==> src/rtl/alu_seq_unit.sv <==
// Execute-stage ALU: single-cycle logic/arithmetic/compare ops plus iterative
// unsigned multiply (shift-add) and divide (restoring), with valid/ready handshakes.
module alu_seq_unit #(
    parameter  int WIDTH = 64,
    localparam int CNT_W = $clog2(WIDTH) + 1
) (
    input  logic             clock,
    input  logic             reset,
    input  logic             in_valid,
    output logic             in_ready,
    input  logic [3:0]       op,
    input  logic [WIDTH-1:0] a,
    input  logic [WIDTH-1:0] b,
    output logic             out_valid,
    input  logic             out_ready,
    output logic [WIDTH-1:0] result,
    output logic [WIDTH-1:0] result_hi,
    output logic             carry_out,
    output logic             overflow,
    output logic             zero,
    output logic             div_by_zero,
    output logic             illegal_op
);

    localparam logic [3:0] OP_AND  = 4'b0000;
    localparam logic [3:0] OP_OR   = 4'b0001;
    localparam logic [3:0] OP_ADD  = 4'b0010;
    localparam logic [3:0] OP_SUB  = 4'b0110;
    localparam logic [3:0] OP_SLT  = 4'b0111;
    localparam logic [3:0] OP_SLTU = 4'b1000;
    localparam logic [3:0] OP_MULU = 4'b1001;
    localparam logic [3:0] OP_DIVU = 4'b1010;
    localparam logic [3:0] OP_NOR  = 4'b1100;

    typedef enum logic [1:0] {
        S_IDLE,
        S_CALC,
        S_DONE
    } state_e;

    state_e             state_q;
    logic [3:0]         op_q;
    logic [WIDTH-1:0]   acc_q;     // high product / partial remainder
    logic [WIDTH-1:0]   q_q;       // multiplier / quotient shift register
    logic [WIDTH-1:0]   b_q;
    logic [CNT_W-1:0]   cnt_q;
    logic [WIDTH-1:0]   result_q;
    logic [WIDTH-1:0]   result_hi_q;
    logic               carry_q;
    logic               overflow_q;
    logic               zero_q;
    logic               dbz_q;
    logic               illegal_q;

    // Single-cycle datapath, evaluated on the raw inputs at the accept edge.
    logic               is_sub;
    logic [WIDTH-1:0]   b_eff;
    logic [WIDTH:0]     sum_full;
    logic               msb_cin;
    logic [WIDTH-1:0]   res_d;
    logic               carry_d;
    logic               overflow_d;
    logic               illegal_d;

    always_comb begin
        // NOTE: every combinational output gets a default first so no path can infer a latch.
        res_d      = '0;
        carry_d    = 1'b0;
        overflow_d = 1'b0;
        illegal_d  = 1'b0;
        is_sub     = (op == OP_SUB);
        b_eff      = is_sub ? ~b : b;
        sum_full   = {1'b0, a} + {1'b0, b_eff} + {{WIDTH{1'b0}}, is_sub};
        msb_cin    = a[WIDTH-1] ^ b_eff[WIDTH-1] ^ sum_full[WIDTH-1];
        case (op)
            OP_AND:  res_d = a & b;
            OP_OR:   res_d = a | b;
            OP_NOR:  res_d = ~(a | b);
            OP_ADD, OP_SUB: begin
                res_d      = sum_full[WIDTH-1:0];
                carry_d    = sum_full[WIDTH];
                overflow_d = msb_cin ^ sum_full[WIDTH];
            end
            OP_SLT:  res_d = {{(WIDTH-1){1'b0}}, ($signed(a) < $signed(b))};
            OP_SLTU: res_d = {{(WIDTH-1){1'b0}}, (a < b)};
            OP_MULU, OP_DIVU: res_d = '0;
            default: illegal_d = 1'b1;
        endcase
    end

    // One multiply or divide iteration on the latched operands.
    logic [WIDTH:0]     mul_sum;
    logic [WIDTH:0]     div_shift;
    logic [WIDTH:0]     div_diff;
    logic               div_ge;
    logic [WIDTH-1:0]   acc_d;
    logic [WIDTH-1:0]   q_d;

    always_comb begin
        mul_sum   = {1'b0, acc_q} + (q_q[0] ? {1'b0, b_q} : {(WIDTH+1){1'b0}});
        div_shift = {acc_q, q_q[WIDTH-1]};
        div_diff  = div_shift - {1'b0, b_q};
        div_ge    = ~div_diff[WIDTH];
        if (op_q == OP_MULU) begin
            acc_d = mul_sum[WIDTH:1];
            q_d   = {mul_sum[0], q_q[WIDTH-1:1]};
        end else begin
            acc_d = div_ge ? div_diff[WIDTH-1:0] : div_shift[WIDTH-1:0];
            q_d   = {q_q[WIDTH-2:0], div_ge};
        end
    end

    always_ff @(posedge clock) begin
        // NOTE: sequential state uses non-blocking assignments so every register samples pre-edge values.
        if (reset) begin
            state_q     <= S_IDLE;
            op_q        <= '0;
            acc_q       <= '0;
            q_q         <= '0;
            b_q         <= '0;
            cnt_q       <= '0;
            result_q    <= '0;
            result_hi_q <= '0;
            carry_q     <= 1'b0;
            overflow_q  <= 1'b0;
            zero_q      <= 1'b0;
            dbz_q       <= 1'b0;
            illegal_q   <= 1'b0;
        end else begin
            case (state_q)
                S_IDLE: begin
                    if (in_valid) begin
                        op_q <= op;
                        b_q  <= b;
                        if (op == OP_MULU || op == OP_DIVU) begin
                            acc_q   <= '0;
                            q_q     <= a;
                            cnt_q   <= CNT_W'(WIDTH);
                            state_q <= S_CALC;
                        end else begin
                            result_q    <= res_d;
                            result_hi_q <= '0;
                            carry_q     <= carry_d;
                            overflow_q  <= overflow_d;
                            zero_q      <= (res_d == '0);
                            dbz_q       <= 1'b0;
                            illegal_q   <= illegal_d;
                            state_q     <= S_DONE;
                        end
                    end
                end
                S_CALC: begin
                    acc_q <= acc_d;
                    q_q   <= q_d;
                    cnt_q <= cnt_q - 1'b1;
                    if (cnt_q == CNT_W'(1)) begin
                        // A zero divisor never borrows, so quotient saturates to all ones and remainder becomes a.
                        result_q    <= q_d;
                        result_hi_q <= acc_d;
                        carry_q     <= 1'b0;
                        overflow_q  <= 1'b0;
                        zero_q      <= (q_d == '0);
                        dbz_q       <= (op_q == OP_DIVU) && (b_q == '0);
                        illegal_q   <= 1'b0;
                        state_q     <= S_DONE;
                    end
                end
                S_DONE: begin
                    if (out_ready) begin
                        state_q <= S_IDLE;
                    end
                end
                default: state_q <= S_IDLE;
            endcase
        end
    end

    assign in_ready    = (state_q == S_IDLE);
    assign out_valid   = (state_q == S_DONE);
    assign result      = result_q;
    assign result_hi   = result_hi_q;
    assign carry_out   = carry_q;
    assign overflow    = overflow_q;
    assign zero        = zero_q;
    assign div_by_zero = dbz_q;
    assign illegal_op  = illegal_q;

endmodule

==> config.mk <==
export PLATFORM = sky130hd
export DESIGN_NAME = alu_seq_unit
export DESIGN_NICKNAME = d
export VERILOG_FILES = /design/src/rtl/alu_seq_unit.sv
export SDC_FILE = /design/constraint.sdc
export NUM_CORES = 2
export LEC_CHECK = 0
export CAP_MARGIN = 0
export CORE_UTILIZATION = 55
export CTS_CLUSTER_SIZE = 20
export DETAILED_ROUTE_END_ITERATION = 10
export GPL_TIMING_DRIVEN = 1
export PLACE_DENSITY = 0.79
export SLEW_MARGIN = 5
export SYNTH_ARGS = -nofsm -noshare
export SYNTH_HDL_FRONTEND = slang
export SYNTH_SLANG_ARGS = --single-unit
export TNS_END_PERCENT = 100
==> constraint.sdc <==
create_clock -name clock -period 5.2 [get_ports clock]
set_input_delay 0.78 -clock clock [delete_from_list [all_inputs] [get_ports clock]]
set_output_delay 0.78 -clock clock [all_outputs]
set_load 0.01 [all_outputs]
==> flow_summary.toml <==
[status]
status = "finished clean"

[place]
pre_cts_ws_ns = -0.573
gp_congestion = 1.08
portBuffers = 270
dp_hpwl_mm = 106

[sta]
fin_tns_setup_ns = 0
finalSetupViolCount = 0
finalHoldViolations = 0
max_freq_ghz = 0.197
fin_crit_sh_pct = 97.4
fin_crit_ns = 5.06
maxSlewHeadroom_pct = 19.2
tightest_slew_ns = 1.21
fin_ws_ns = 0.136
drv_slew = 0
rsz0062_at_grt = "true"
hold_ws_ns = 0.443
finalClockSkew_ns = 0.0199

[floorplanning]
fp.coreArea_sq_um = 58100
start_util_pct = 56.2
fp-row-count = 88
dieArea_sq_um = 60400
die_height_um = 246
chipWidth_um = 246
io_pins = 271

[drt]
drt-pass1-iter-count = 6
via_per_inst = 6.26
finalWirelength_mm = 135
avgRoutedWirePerCell_um = 22.7
vias = 37100
drtIter0Drc = 3966
drc = 0
ant_nets = 0

[power]
combPwrFrac_pct = 33.6
power_mw = 8.59
irDropWorstVdd_mv = 0.312
switching_share_pct = 34.3
clockPowerShare_pct = 34.0
p_leak_nw = 18.1
p_seq_share_pct = 32.4
intPower_mw = 5.64
power.switching_mw = 2.95
powerDensity_nw_per_um2 = 208

[setup_path]
critPathCaptureType = "register"
slowest_stage = "or4_1"
critical-path-max-stage-delay_ns = 0.50
critPathMaxFanout = 13
critical_path.cell_chain = "clkdlybuf4s50_1, and4bb_4, buf_12, buf_12, buf_4, xnor2_1, ha_1, a21oi_1, o21a_1, a211o_1, nor2b_1, o31a_1, buf_4, xnor2_1, a21oi_1, o2111ai_1, or4_1, nor4_2, buf_4, o2111a_1, nand2_1, o211ai_1"
criticalPathCategory = "primary input to register"
cp.buffers_inverters = 6
arrival_ns = 5.58
cp_data_required_time_ns = 5.71
critPathMostFrequentCell = "buf_4"
cpLargestDelayFamily = "compound AO/OA/AOI/OAI gates"
cp-start-kind = "primary input"

[clock_network]
insertion_delay_ns = 0.60
cts_hold_buf = 0
clk_pin_slew_worst_paths_ns = 0.06
clock_sinks = 338
clock-root-buffer = "clkbuf_16"
cts_max_level = 2
cts_buffer_depth = 3
cts_tree = "done"
cts_buffers = 39

[cells_and_area]
final_common_cell = "nand2_1"
fin_nets = 5677
fill_cells = 4987
layout_common_cells = "nand2_1, buf_4, a21oi_1"
area_growth_pct = 26.2
drive_gt1_share_pct = 13.9

[flow_run]
max_cap_violations = 0

[global_routing]
grt_pass1_vias = 34500
antenna_found_initial = 3
overflow = 0
grt_max_degree = 142
grt_usage_pct = 43.3
grt_pass1_wl_mm = 201

[synthesis]
ys_types = 89
syn_nets = 5064
async_flop_share_pct = 0
synth_ff_type = "dfxtp_1"
synth_enable_flop_cells = 0
seq_area_frac_synth_pct = 20.7
syn_avg_cell_area_sq_um = 7.22
ys.warnings.count = 0
synth.cell_area_sq_um = 32700
ys_ff_latch = 338
netlist_instances = 4525

[hold_path]
hp-class = "register to register"
## cell families after synthesis
kind of cell               synth area share, %
AOI/OAI and AO/OA                         27.5
DFF                                       20.7
buffers and inverters                     6.53
xor gates and xnor gates                  6.35
and+or+nand+nor                           21.2
adders and majority gates                 15.5
muxes                                     2.19
## state kept, by name, summed over array words and instances, names as in the netlist
name / cells
acc_q: 64
b_q: 64
carry_out: 1
cnt_q: 7
div_by_zero: 1
illegal_op: 1
op_q: 4
overflow: 1
q_q: 64
result: 64
result_hi: 64
state_q: 2
zero: 1
## cell usage after synthesis, types with 24 or more instances
library cell / instances / area [sq um]
buf_1: 27 / 101
a221o_1: 28 / 280
nor4_1: 61 / 382
nor2_1: 261 / 980
nand3_1: 129 / 646
o211ai_1: 90 / 676
o21bai_1: 47 / 353
a221oi_1: 48 / 420
mux2i_1: 66 / 661
and3_1: 24 / 150
a21o_1: 98 / 736
xnor2_1: 168 / 1470
nor3_1: 44 / 220
o21ai_1: 120 / 601
a211oi_1: 37 / 278
nand4_1: 70 / 438
a31oi_1: 24 / 150
nand2b_1: 30 / 188
dfxtp_1: 338 / 6770
o21a_1: 34 / 255
nor2b_1: 31 / 194
a21oi_1: 493 / 2470
inv_1: 272 / 1020
nand2_1: 717 / 2690
a22o_1: 24 / 210
ha_1: 400 / 5000
xor2_1: 69 / 604
o21ai_0: 191 / 956
and2_1: 79 / 494
clkbuf_1: 218 / 818
## per-stage QoR
step / std cells / cell area [sq um] / utilization [%]
after floorplan: 4525 / 32700 / -
after global placement: 5859 / 39700 / 68.3
after detailed placement: 5859 / 39700 / 68.3
after CTS: 5926 / 41000 / 70.5
after global routing: 5930 / 41200 / 70.9
final: 5930 / 41200 / 70.9
## worst register-to-register path, delay by kind of cell (launching register included)
family | cells | cell delay, ns
compound gates | 9 | 2.06
fa+ha+maj | 2 | 0.60
buf+inv | 4 | 0.79
flops | 1 | 0.35
mux | 1 | 0.22
simple gates | 3 | 0.77
## power groups by stage
stage	registers, mW	logic [mW]	clock network [mW]
after floorplan	2.79	1.42	0
after global placement	2.83	2.73	0
after detailed placement	2.83	2.75	0
after CTS	2.78	2.77	2.94
after global routing	2.79	3.07	3.04
final	2.78	2.89	2.92
## final cells by class
cell class                 count  area [sq um]  share of cell area [%]
sequential                   338          6770                    16.4
timing repair buffer         842          7110                    17.2
tap                          765           957                    2.32
clock inverter                15           234                   0.567
antenna                        1          2.50                 0.00607
multi-input combinational   3645         24100                    58.4
inverter                     272          1020                    2.48
clock buffer                  52          1080                    2.63
## what timing repair did
| action | in CTS | in global routing |
|---|---|---|
| setup buffers | 0 | 3 |
| endpoints found under the hold margin | 0 | 0 |
| setup endpoints to repair | 0 | 5 |
| resized for setup | 0 | 50 |
## layer usage
metal	wire length (um)	global-route usage (%)	vias to the layer above
li1	-	-	17300
met1	55300	58.0	17300
met2	57500	66.2	2085
met3	14100	6.95	381
met4	7850	23.3	4
met5	33	0	-
## worst paths after layout
check | start | endpoint | slack (ns) | cells after the start
setup / recovery | op[3] | zero | 0.14 | 22
hold / removal | result_hi[18] | result_hi[18] | 0.44 | 2
setup reg to reg | q_q[63] | acc_q[4] | 0.29 | 19
hold reg to reg | result_hi[18] | result_hi[18] | 0.44 | 2
Note: power is estimated with default switching activity, not from simulation.
